`src/rtl/negation_arbiter.sv`:
```
// -----------------------------------------------------------------------------
// negation_arbiter
//
// Purpose:
//   Shares one external 32-bit bitwise-inverter datapath among N_REQ
//   requesters. A round-robin arbiter picks one pending request at a time.
//   The operand goes out on not_a and the inverter result comes back on not_c.
//   For NEG requests, +1 is added to the result to form the two's complement.
//   The result returns with the requester index on a valid/ready response
//   channel. Only one operation is in flight at a time.
//
// Parameters:
//   N_REQ   number of requesters (>= 2)
//   DATA_W  operand/result width. The inverter datapath is 32 bits wide, so
//           only 32 is supported.
//   ID_W    requester index width, derived from N_REQ
//
// Ports:
//   clk        rising-edge clock
//   rst_n      synchronous, active-low reset
//   req_valid  per-requester request valid
//   req_op     per-requester op: 0 = NOT (~a), 1 = NEG (~a + 1)
//   req_data   per-requester operands; slot i = req_data[i*DATA_W +: DATA_W]
//   req_ready  one-hot accept strobe, high only in IDLE for the granted slot
//   not_a      operand driven to the shared inverter
//   not_c      inverter result (combinational function of not_a)
//   rsp_valid  response valid
//   rsp_ready  response consumer ready
//   rsp_data   result
//   rsp_id     index of the requester that was served
//   rsp_ovf    NEG overflow (operand is the most negative value)
// -----------------------------------------------------------------------------
module negation_arbiter #(
  parameter  int N_REQ  = 4,
  parameter  int DATA_W = 32,
  localparam int ID_W   = $clog2(N_REQ)
) (
  input  logic                    clk,
  input  logic                    rst_n,
  input  logic [N_REQ-1:0]        req_valid,
  input  logic [N_REQ-1:0]        req_op,
  input  logic [N_REQ*DATA_W-1:0] req_data,
  output logic [N_REQ-1:0]        req_ready,
  output logic [DATA_W-1:0]       not_a,
  input  logic [DATA_W-1:0]       not_c,
  output logic                    rsp_valid,
  input  logic                    rsp_ready,
  output logic [DATA_W-1:0]       rsp_data,
  output logic [ID_W-1:0]         rsp_id,
  output logic                    rsp_ovf
);

  typedef enum logic [1:0] {
    IDLE = 2'd0,
    CALC = 2'd1,
    RESP = 2'd2
  } state_t;

  // Most negative two's-complement value; negating it overflows back to itself.
  localparam logic [DATA_W-1:0] MIN_NEG = {1'b1, {(DATA_W-1){1'b0}}};

  state_t            state;
  logic [ID_W-1:0]   rr_ptr;
  logic [ID_W-1:0]   id_q;
  logic              op_q;

  logic              grant_found;
  logic [ID_W-1:0]   grant_idx;
  logic              grant_op;
  logic [DATA_W-1:0] grant_data;

  // Unpacked view of the flat operand bus so the grant mux can index by slot.
  logic [DATA_W-1:0] slot_data [N_REQ];

  for (genvar g = 0; g < N_REQ; g++) begin : g_slot
    assign slot_data[g] = req_data[g*DATA_W +: DATA_W];
  end

  // Round-robin search. Start at rr_ptr, wrap at N_REQ-1 -> 0, and take the
  // first valid slot.
  always_comb begin
    int              slot;
    logic [ID_W-1:0] idx;
    grant_found = 1'b0;
    grant_idx   = '0;
    grant_op    = 1'b0;
    grant_data  = '0;
    slot        = 0;
    idx         = '0;
    for (int k = 0; k < N_REQ; k++) begin
      slot = int'(rr_ptr) + k;
      if (slot >= N_REQ) begin
        slot = slot - N_REQ;
      end
      idx = ID_W'(slot);
      if (!grant_found && req_valid[idx]) begin
        grant_found = 1'b1;
        grant_idx   = idx;
        grant_op    = req_op[idx];
        grant_data  = slot_data[idx];
      end
    end
  end

  // The accept strobe is combinational so that the handshake lands in the
  // same IDLE cycle that the grant is made. It is masked while rst_n is low,
  // so nothing is accepted during reset.
  always_comb begin
    req_ready = '0;
    if (rst_n && (state == IDLE) && grant_found) begin
      req_ready[grant_idx] = 1'b1;
    end
  end

  // Control FSM and datapath registers. Each operation takes three states:
  // IDLE (accept), CALC (capture the inverter result), and RESP (hold until
  // the consumer takes it). This is why throughput tops out at one operation
  // every three cycles.
  always_ff @(posedge clk) begin
    if (!rst_n) begin
      state     <= IDLE;
      rr_ptr    <= '0;
      id_q      <= '0;
      op_q      <= 1'b0;
      not_a     <= '0;
      rsp_valid <= 1'b0;
      rsp_data  <= '0;
      rsp_id    <= '0;
      rsp_ovf   <= 1'b0;
    end else begin
      case (state)
        IDLE: begin
          if (grant_found) begin
            not_a <= grant_data;
            op_q  <= grant_op;
            id_q  <= grant_idx;
            state <= CALC;
          end
        end
        CALC: begin
          // not_c already reflects not_a, which was registered at accept.
          rsp_data  <= op_q ? (not_c + DATA_W'(1)) : not_c;
          rsp_ovf   <= op_q & (not_a == MIN_NEG);
          rsp_id    <= id_q;
          rsp_valid <= 1'b1;
          state     <= RESP;
        end
        RESP: begin
          if (rsp_ready) begin
            rsp_valid <= 1'b0;
            // The pointer advances past the requester just served, which
            // gives every waiting requester a turn within N_REQ grants.
            rr_ptr    <= (id_q == ID_W'(N_REQ - 1)) ? '0 : id_q + ID_W'(1);
            state     <= IDLE;
          end
        end
        default: begin
          state <= IDLE;
        end
      endcase
    end
  end

endmodule
```
`config.mk`:
```
export PLATFORM = sky130hd
export DESIGN_NAME = negation_arbiter
export DESIGN_NICKNAME = d
export VERILOG_FILES = /design/src/rtl/negation_arbiter.sv
export SDC_FILE = /design/constraint.sdc
export NUM_CORES = 1
export LEC_CHECK = 0
export CAP_MARGIN = 10
export CORE_MARGIN = 2
export CORE_UTILIZATION = 50
export CTS_CLUSTER_DIAMETER = 50
export DETAILED_ROUTE_END_ITERATION = 6
export DONT_BUFFER_PORTS = 1
export GPL_TIMING_DRIVEN = 1
export PLACE_DENSITY = 0.66
export SLEW_MARGIN = 20
export SYNTH_ARGS = -nofsm -noshare
export SYNTH_HDL_FRONTEND = slang
export SYNTH_SLANG_ARGS = --single-unit
```
`constraint.sdc`:
```
create_clock -name clk -period 4.2 [get_ports clk]
set_input_delay 0.63 -clock clk [delete_from_list [all_inputs] [get_ports clk]]
set_output_delay 0.63 -clock clk [all_outputs]
set_load 0.01 [all_outputs]
```
==> impl_metrics.json <==
{
  "htree_levels": 3,
  "syn_nets": 966,
  "arrival_ns": 2.52,
  "fin_nets": 907,
  "cap_violations": 0,
  "crit_fanout": 51,
  "ys.flop_type": "dfxtp_1",
  "holdWs_ns": 0.414,
  "crit_type": "register to output port",
  "clk_latency_ns": 0.35,
  "tns_ns": 0,
  "vias_per_cell": 7.45,
  "cts_buffers": 9,
  "relSlewSlack_pct": 42.9,
  "status": "finished clean",
  "synth_area_um2": 7490,
  "ys_seq_area_share_pct": 20.1,
  "cts_tree": "done",
  "final_area_um2": 7700,
  "postCtsHoldBufs": 0,
  "synth_seq_cells": 75,
  "place_congestion": 0.856,
  "finalHoldViolCount": 0,
  "die_y_um": 126,
  "syn_area_per_cell_um2": 9.44,
  "placed_cells": 907,
  "synth_top_family_by_area": "multiplexers",
  "cts_setup_buffers": 0,
  "initial_utilization_pct": 51.3,
  "power_uw": 2380,
  "grt_overflow": 0,
  "max_freq_mhz": 318,
  "rows": 44,
  "antenna_found_initial": 0,
  "clk_path_buf_depth": 2,
  "rr_endpoint": "not_a[22]",
  "fin_crit_ns": 3.15,
  "r2r_slack_ns": 1.21,
  "synth_cells": 793,
  "tightest_slew_ns": 0.857,
  "path_clk_slew_ns": 0.06,
  "min_from": "rst_n",
  "grt_pass1_vias": 6827,
  "slew_viol_final": 0,
  "synth_compound_area_share_pct": 24.7,
  "first_pass_iters": 5,
  "yosysUniqueCellTypes": 64,
  "diodes": 0,
  "synthArstFlopShare_pct": 0,
  "critPathLaunchType": "register",
  "io_pins": 243,
  "yosysWarnings": 0,
  "grt_max_degree": 76,
  "final_cells": 923,
  "dp_hpwl_um": 15800,
  "portBuffers": 0,
  "rsz0062_at_grt": "false",
  "dieArea_um2": 16000,
  "syn2layout_area_growth_pct": 2.91,
  "cts_root_buf": "clkbuf_16",
  "cp_cell_sequence": "clkinv_1 -> o21ai_0 -> a21oi_1 -> nor3b_1",
  "timing.hold.worst_endpoint": "rsp_data[19]",
  "drtIter0Drc": 551,
  "power.leakage_uw": 0.00229,
  "worst-r2r-cell-count": 6,
  "cp-end-kind": "output port",
  "muxShareOfSynthArea_pct": 30.1,
  "synthSimpleGateAreaFrac_pct": 15.0,
  "dpl_cell_area_um2": 7380,
  "layout-drive-gt1-share_pct": 16.4,
  "setup_viol": 0,
  "ant_nets": 0,
  "hold_path_class": "input port to register",
  "critPathSlowestCell": "dfxtp_4",
  "synth_edf_count": 0,
  "synthXorXnorAreaFrac_pct": 2.92,
  "grt_use_total_pct": 27.8,
  "core_area_um2": 14600,
  "clkSinkCount": 75,
  "grt_pass1_wl_um": 35700,
  "min_delay_path_depth": 2,
  "wirelength_um": 23100,
  "synth_fa_ha_area_share_pct": 0.334,
  "fp.dieW_um": 126,
  "fin_skew_ns": 0.00696,
  "r2r-start": "rr_ptr[0]",
  "ir_worst_vdd_mv": 0.227,
  "post_cts_resized": 0,
  "vias": 6875,
  "drcViolationCount": 0,
  "post_drt_wl_per_cell_um": 25.0,
  "min_period_over_period_pct": 74.9,
  "cellPowerDensity_nw_per_um2": 308,
  "required_ns": 3.57,
  "max_stage_delay_ns": 0.84
}
placed cells by master (no fill, tap or decap), types with 3 or more instances in the layout:
master / instances
nor2_1: 8
o21ai_0: 62
nand3b_1: 3
or3_1: 5
a211oi_1: 33
buf_4: 12
a22oi_1: 33
clkbuf_16: 9
nor3_1: 5
nand2_1: 22
mux4_4: 16
o311ai_1: 33
inv_1: 6
and3b_1: 3
mux4_2: 51
and2_1: 34
mux2i_1: 70
and3_1: 4
xor2_1: 17
a311oi_4: 3
nor2b_1: 5
o211a_1: 9
nor3b_1: 36
dfxtp_1: 73
nand4_1: 12
a31oi_1: 4
nor4_1: 9
inv_2: 4
nand3_1: 18
a21oi_1: 92
xnor2_1: 8
flip-flops by register name, summed over array words and instances (netlist names):
signal and count:
rsp_valid 1, op_q 1, id_q 2, not_a 32
rr_ptr 2, rsp_data 32, rsp_id 2, rsp_ovf 1
state 2
final cells by class:
cell class	instances	area, um^2
fill	1308	6890
multi-input combinational	625	5510
timing repair buffer	12	90.1
inverter	11	41.3
clock inverter	7	98.8
tap	184	230
clock buffer	9	225
sequential	75	1510
worst max-delay path, delay by kind of cell, from the launching register on:
kind | cells | cell delay [ns]
buffers and inverters | 1 | 0.38
AND/OR/NAND/NOR | 1 | 0.41
flip-flops | 1 | 0.84
AO/OA/AOI/OAI | 2 | 0.53
cell families after synthesis:
group / count (synthesis)
xor+xnor: 25
mux: 137
simple gates: 179
compound gates: 282
flops: 75
fa+ha+maj: 2
buf+inv: 93
per-layer routing:
| layer | vias to the layer above | share of wire [%] | GRT usage [%] |
|---|---|---|---|
| li1 | 3042 | - | - |
| met1 | 3367 | 38 | 34.3 |
| met2 | 402 | 47 | 44.6 |
| met3 | 64 | 12 | 10.1 |
| met4 | 0 | 3.2 | 10.4 |
| met5 | - | 0 | 0 |
synthesized netlist by cell type (21+ instances only):
master,n,area [um^2]
a21oi_1,92,460
dfxtp_1,75,1500
mux2i_1,70,701
o21ai_0,62,310
mux4_2,51,1150
clkbuf_1,37,139
nor3b_1,36,270
and2_1,34,213
a211oi_1,33,248
a22oi_1,33,248
o311ai_1,33,289
nand2_1,22,82.6
buf_2,21,105
where the power goes:
part / switching, uW / internal, uW / total (uW) / leakage [uW]
combinational: 292 / 269 / 562 / 0.00151
sequential: 145 / 800 / 945 / 0.000621
clock: 345 / 525 / 870 / 0.000156
total: 782 / 1590 / 2380 / 0.00229
worst max path at each step:
stage | start | depth (start not counted) | end | slack (ns)
finish | rr_ptr[0] | 4 | req_ready[0] | 1.05
floorplan | req_valid[1] | 5 | req_ready[0] | 1.72
global route | rr_ptr[0] | 4 | req_ready[0] | 0.85
detailed placement | rr_ptr[0] | 6 | not_a[22] | 1.25
CTS | rr_ptr[0] | 4 | req_ready[0] | 1.05
global placement | rr_ptr[0] | 5 | not_a[2] | 1.37
per-stage QoR:
step / worst slack [ns] / utilization (%)
global route: 0.846 / 52.8
finish: 1.05 / 52.8
floorplan: 1.72 / -
detailed placement: 1.25 / 50.6
CTS: 1.05 / 52.8
global placement: 1.37 / 50.6
No activity file was read; power rests on OpenSTA's default activity.
==> edit, RTL diff (config.mk and constraints unchanged) <==
The 3 states of `state_t` get a one-hot encoding in 3 bits.
--- a/src/rtl/negation_arbiter.sv
+++ b/src/rtl/negation_arbiter.sv
@@ -52,6 +52,6 @@
 
-  typedef enum logic [1:0] {
-    IDLE = 2'd0,
-    CALC = 2'd1,
-    RESP = 2'd2
+  typedef enum logic [2:0] {
+    IDLE = 3'b001,
+    CALC = 3'b010,
+    RESP = 3'b100
   } state_t;
Behaviour: same outputs for any inputs over 4 cycles, from zero or initial values and one cycle with rst_n low; so few cycles prove little.
==> edit against the original RTL <==
Critical endpoint is now req_ready[1]. Largest cell class unchanged. Non-clock buffer count is the same. Sequential cell count grew 1. Clock skew grew 4.0 ps. Hold slack lost 20 ps. Final area grew 0.78%. Routed wire length shrank 5.9%. Core utilization grew 0.41 points. Synthesized area grew 0.33%. Power grew 1.5%. Register-to-register slack gained 20 ps. Clock power grew 0.9%. Setup slack gained 2.1 ps. Global-route usage shrank 0.77 points. Largest power group unchanged.
==> edit: results (changes against the original RTL) <==
<table>
<tr><th>Metric</th><th>Value</th></tr>
<tr><th colspan="2">Detailed routing</th></tr>
<tr><td>Initial drt markers</td><td>473 (-14%)</td></tr>
<tr><td>Detailed Route WL</td><td>21700 um (-5.9%)</td></tr>
<tr><td>Avg WL per Cell</td><td>23.0 um (-8.0%)</td></tr>
<tr><td>Via-per-instance ratio</td><td>7.07 (-5.0%)</td></tr>
<tr><th colspan="2">Worst setup path</th></tr>
<tr><td>Arrival time worst endpoint</td><td>2510 ps (about the same)</td></tr>
<tr><td>Maximum net fanout on the critical path</td><td>62 (+22%)</td></tr>
<tr><td>Capture point of the worst path</td><td>req_ready[1]</td></tr>
<tr><td>Reg2reg end</td><td>not_a[15]$_SDFFE_PN0P_</td></tr>
<tr><th colspan="2">Power</th></tr>
<tr><td>Net switching power figure</td><td>0.812 mW (+3.8%)</td></tr>
<tr><td>Worst VDD drop</td><td>0.178 mV (-22%)</td></tr>
<tr><td>Standby leakage power</td><td>2.26 nW (-0.95%)</td></tr>
<tr><th colspan="2">Placed design</th></tr>
<tr><td>Routability congestion estimate</td><td>0.848 (-0.91%)</td></tr>
<tr><td>Total half-perimeter wirelength after legalization and detailed placement</td><td>15300 um (-3.1%)</td></tr>
<tr><td>Setup Slack @ Placement</td><td>1220 ps (-27.5 ps)</td></tr>
<tr><th colspan="2">Cells and area</th></tr>
<tr><td>Nets@finish</td><td>928 (+2.3%)</td></tr>
<tr><td>Total of fill cells in the finished design</td><td>1293 (-1.1%)</td></tr>
<tr><td>Share of post-route cells with drive strength above 1</td><td>19.9% (+3.5 points)</td></tr>
<tr><th colspan="2">Logic synthesis</th></tr>
<tr><td>Dominant cells by area after synthesis</td><td>dfxtp_1, mux4_2, mux2i_1, nand2_1, a2111oi_2</td></tr>
<tr><td>Post-synth cell types</td><td>53 (-17%)</td></tr>
<tr><td>Sequential-to-total area share from yosys stat</td><td>20.3% (+0.20 points)</td></tr>
<tr><td>Top cells by instance count after synthesis</td><td>nand2_1, dfxtp_1, mux2i_1, mux4_2, a21oi_1</td></tr>
<tr><td>Syn nets</td><td>989 (+2.4%)</td></tr>
<tr><th colspan="2">Global route</th></tr>
<tr><td>Via count of the first global-routing pass</td><td>6842 (+0.22%)</td></tr>
<tr><td>Total global routing track utilization</td><td>27.0% (-0.77 points)</td></tr>
<tr><td>Global-route wire length before repair</td><td>35400 um (-0.95%)</td></tr>
<tr><td>Largest net degree at the start of global routing</td><td>83 (+9.2%)</td></tr>
<tr><th colspan="2">STA</th></tr>
<tr><td>Post-route clock period utilization</td><td>74.8% (about the same)</td></tr>
<tr><td>Fin Clk Skew</td><td>11.0 ps (+3.99 ps)</td></tr>
<tr><td>Pin slew with the least headroom to its limit</td><td>1100 ps (+247 ps)</td></tr>
<tr><th colspan="2">Floorplanning</th></tr>
<tr><td>Overall die area</td><td>16000 um2 (+0.33%)</td></tr>
<tr><th colspan="2">Status</th></tr>
<tr><td>Status</td><td>finished, final reports clean</td></tr>
</table>
-- edit: cell types whose count changed after synthesis, sizes merged, moves of 10 or more --
| cell | before | now |
|---|---|---|
| a21oi | 93 | 58 |
| nand2 | 22 | 123 |
| buf | 42 | 52 |
| o311ai | 33 | 0 |
| o221ai | 1 | 32 |
| nor2 | 10 | 30 |
| and2 | 35 | 6 |
| a2111oi | 0 | 32 |
| a22oi | 33 | 0 |
| nor3b | 36 | 3 |
| a211oi | 34 | 44 |
-- edit: worst max-delay path: stages (launching register included) --
cell and delay (ps):
dfxtp_4 720, buf_12 410, inv_2 80, a22o_1 210
a221oi_2 400, nand2_1 100, nor2_1 200
-- edit: cells by family after synthesis --
family	Yosys count	synth area share, %
fa+ha+maj	2	0.333
xor+xnor	29	3.38
mux	139	29.4
compound gates	236	24.2
simple gates	241	15.7
flops	76	20.3
buf+inv	93	6.81
-- edit: metal layers --
metal,vias to the layer above,wire length (um),global-route usage (%)
li1,3093,-,-
met1,3219,8560,33.0
met2,318,10600,45.9
met3,47,1990,7.30
met4,0,488,9.70
met5,-,0,0
-- edit: area by class of cell --
cell class | count | area [um2] | area share [%]
clock buffer | 9 | 225 | 2.90
clock inverter | 7 | 103 | 1.32
inverter | 9 | 33.8 | 0.435
tap | 184 | 230 | 2.97
sequential | 76 | 1530 | 19.7
multi-input combinational | 647 | 5520 | 71.1
timing repair buffer | 12 | 123 | 1.58
-- edit: how the worst min path moves through the flow --
| stage | startpoint | endpoint | slack (ps) | cells after the start |
|---|---|---|---|---|
| floorplan | id_q[1]$_SDFFE_PN0P_ | rsp_id[1]$_SDFFE_PN0P_ | 450 | 2 |
| global placement | id_q[1]$_SDFFE_PN0P_ | id_q[1]$_SDFFE_PN0P_ | 470 | 2 |
| detailed placement | id_q[1]$_SDFFE_PN0P_ | id_q[1]$_SDFFE_PN0P_ | 470 | 2 |
| CTS | rst_n | state[0]$_SDFFE_PN1P_ | 370 | 1 |
| global route | rst_n | state[0]$_SDFFE_PN1P_ | 380 | 1 |
| finish | rst_n | state[0]$_SDFFE_PN1P_ | 390 | 1 |
-- edit: power groups by stage --
stage          clock network (mW)  logic [mW]  registers (mW)
5_1_grt                     0.915       0.643           0.968
6_report                    0.878       0.579           0.955
3_3_place_gp                    0       0.557           0.971
2_1_floorplan                   0       0.502           0.921
4_1_cts                     0.889       0.578           0.956
3_5_place_dp                    0       0.573           0.973
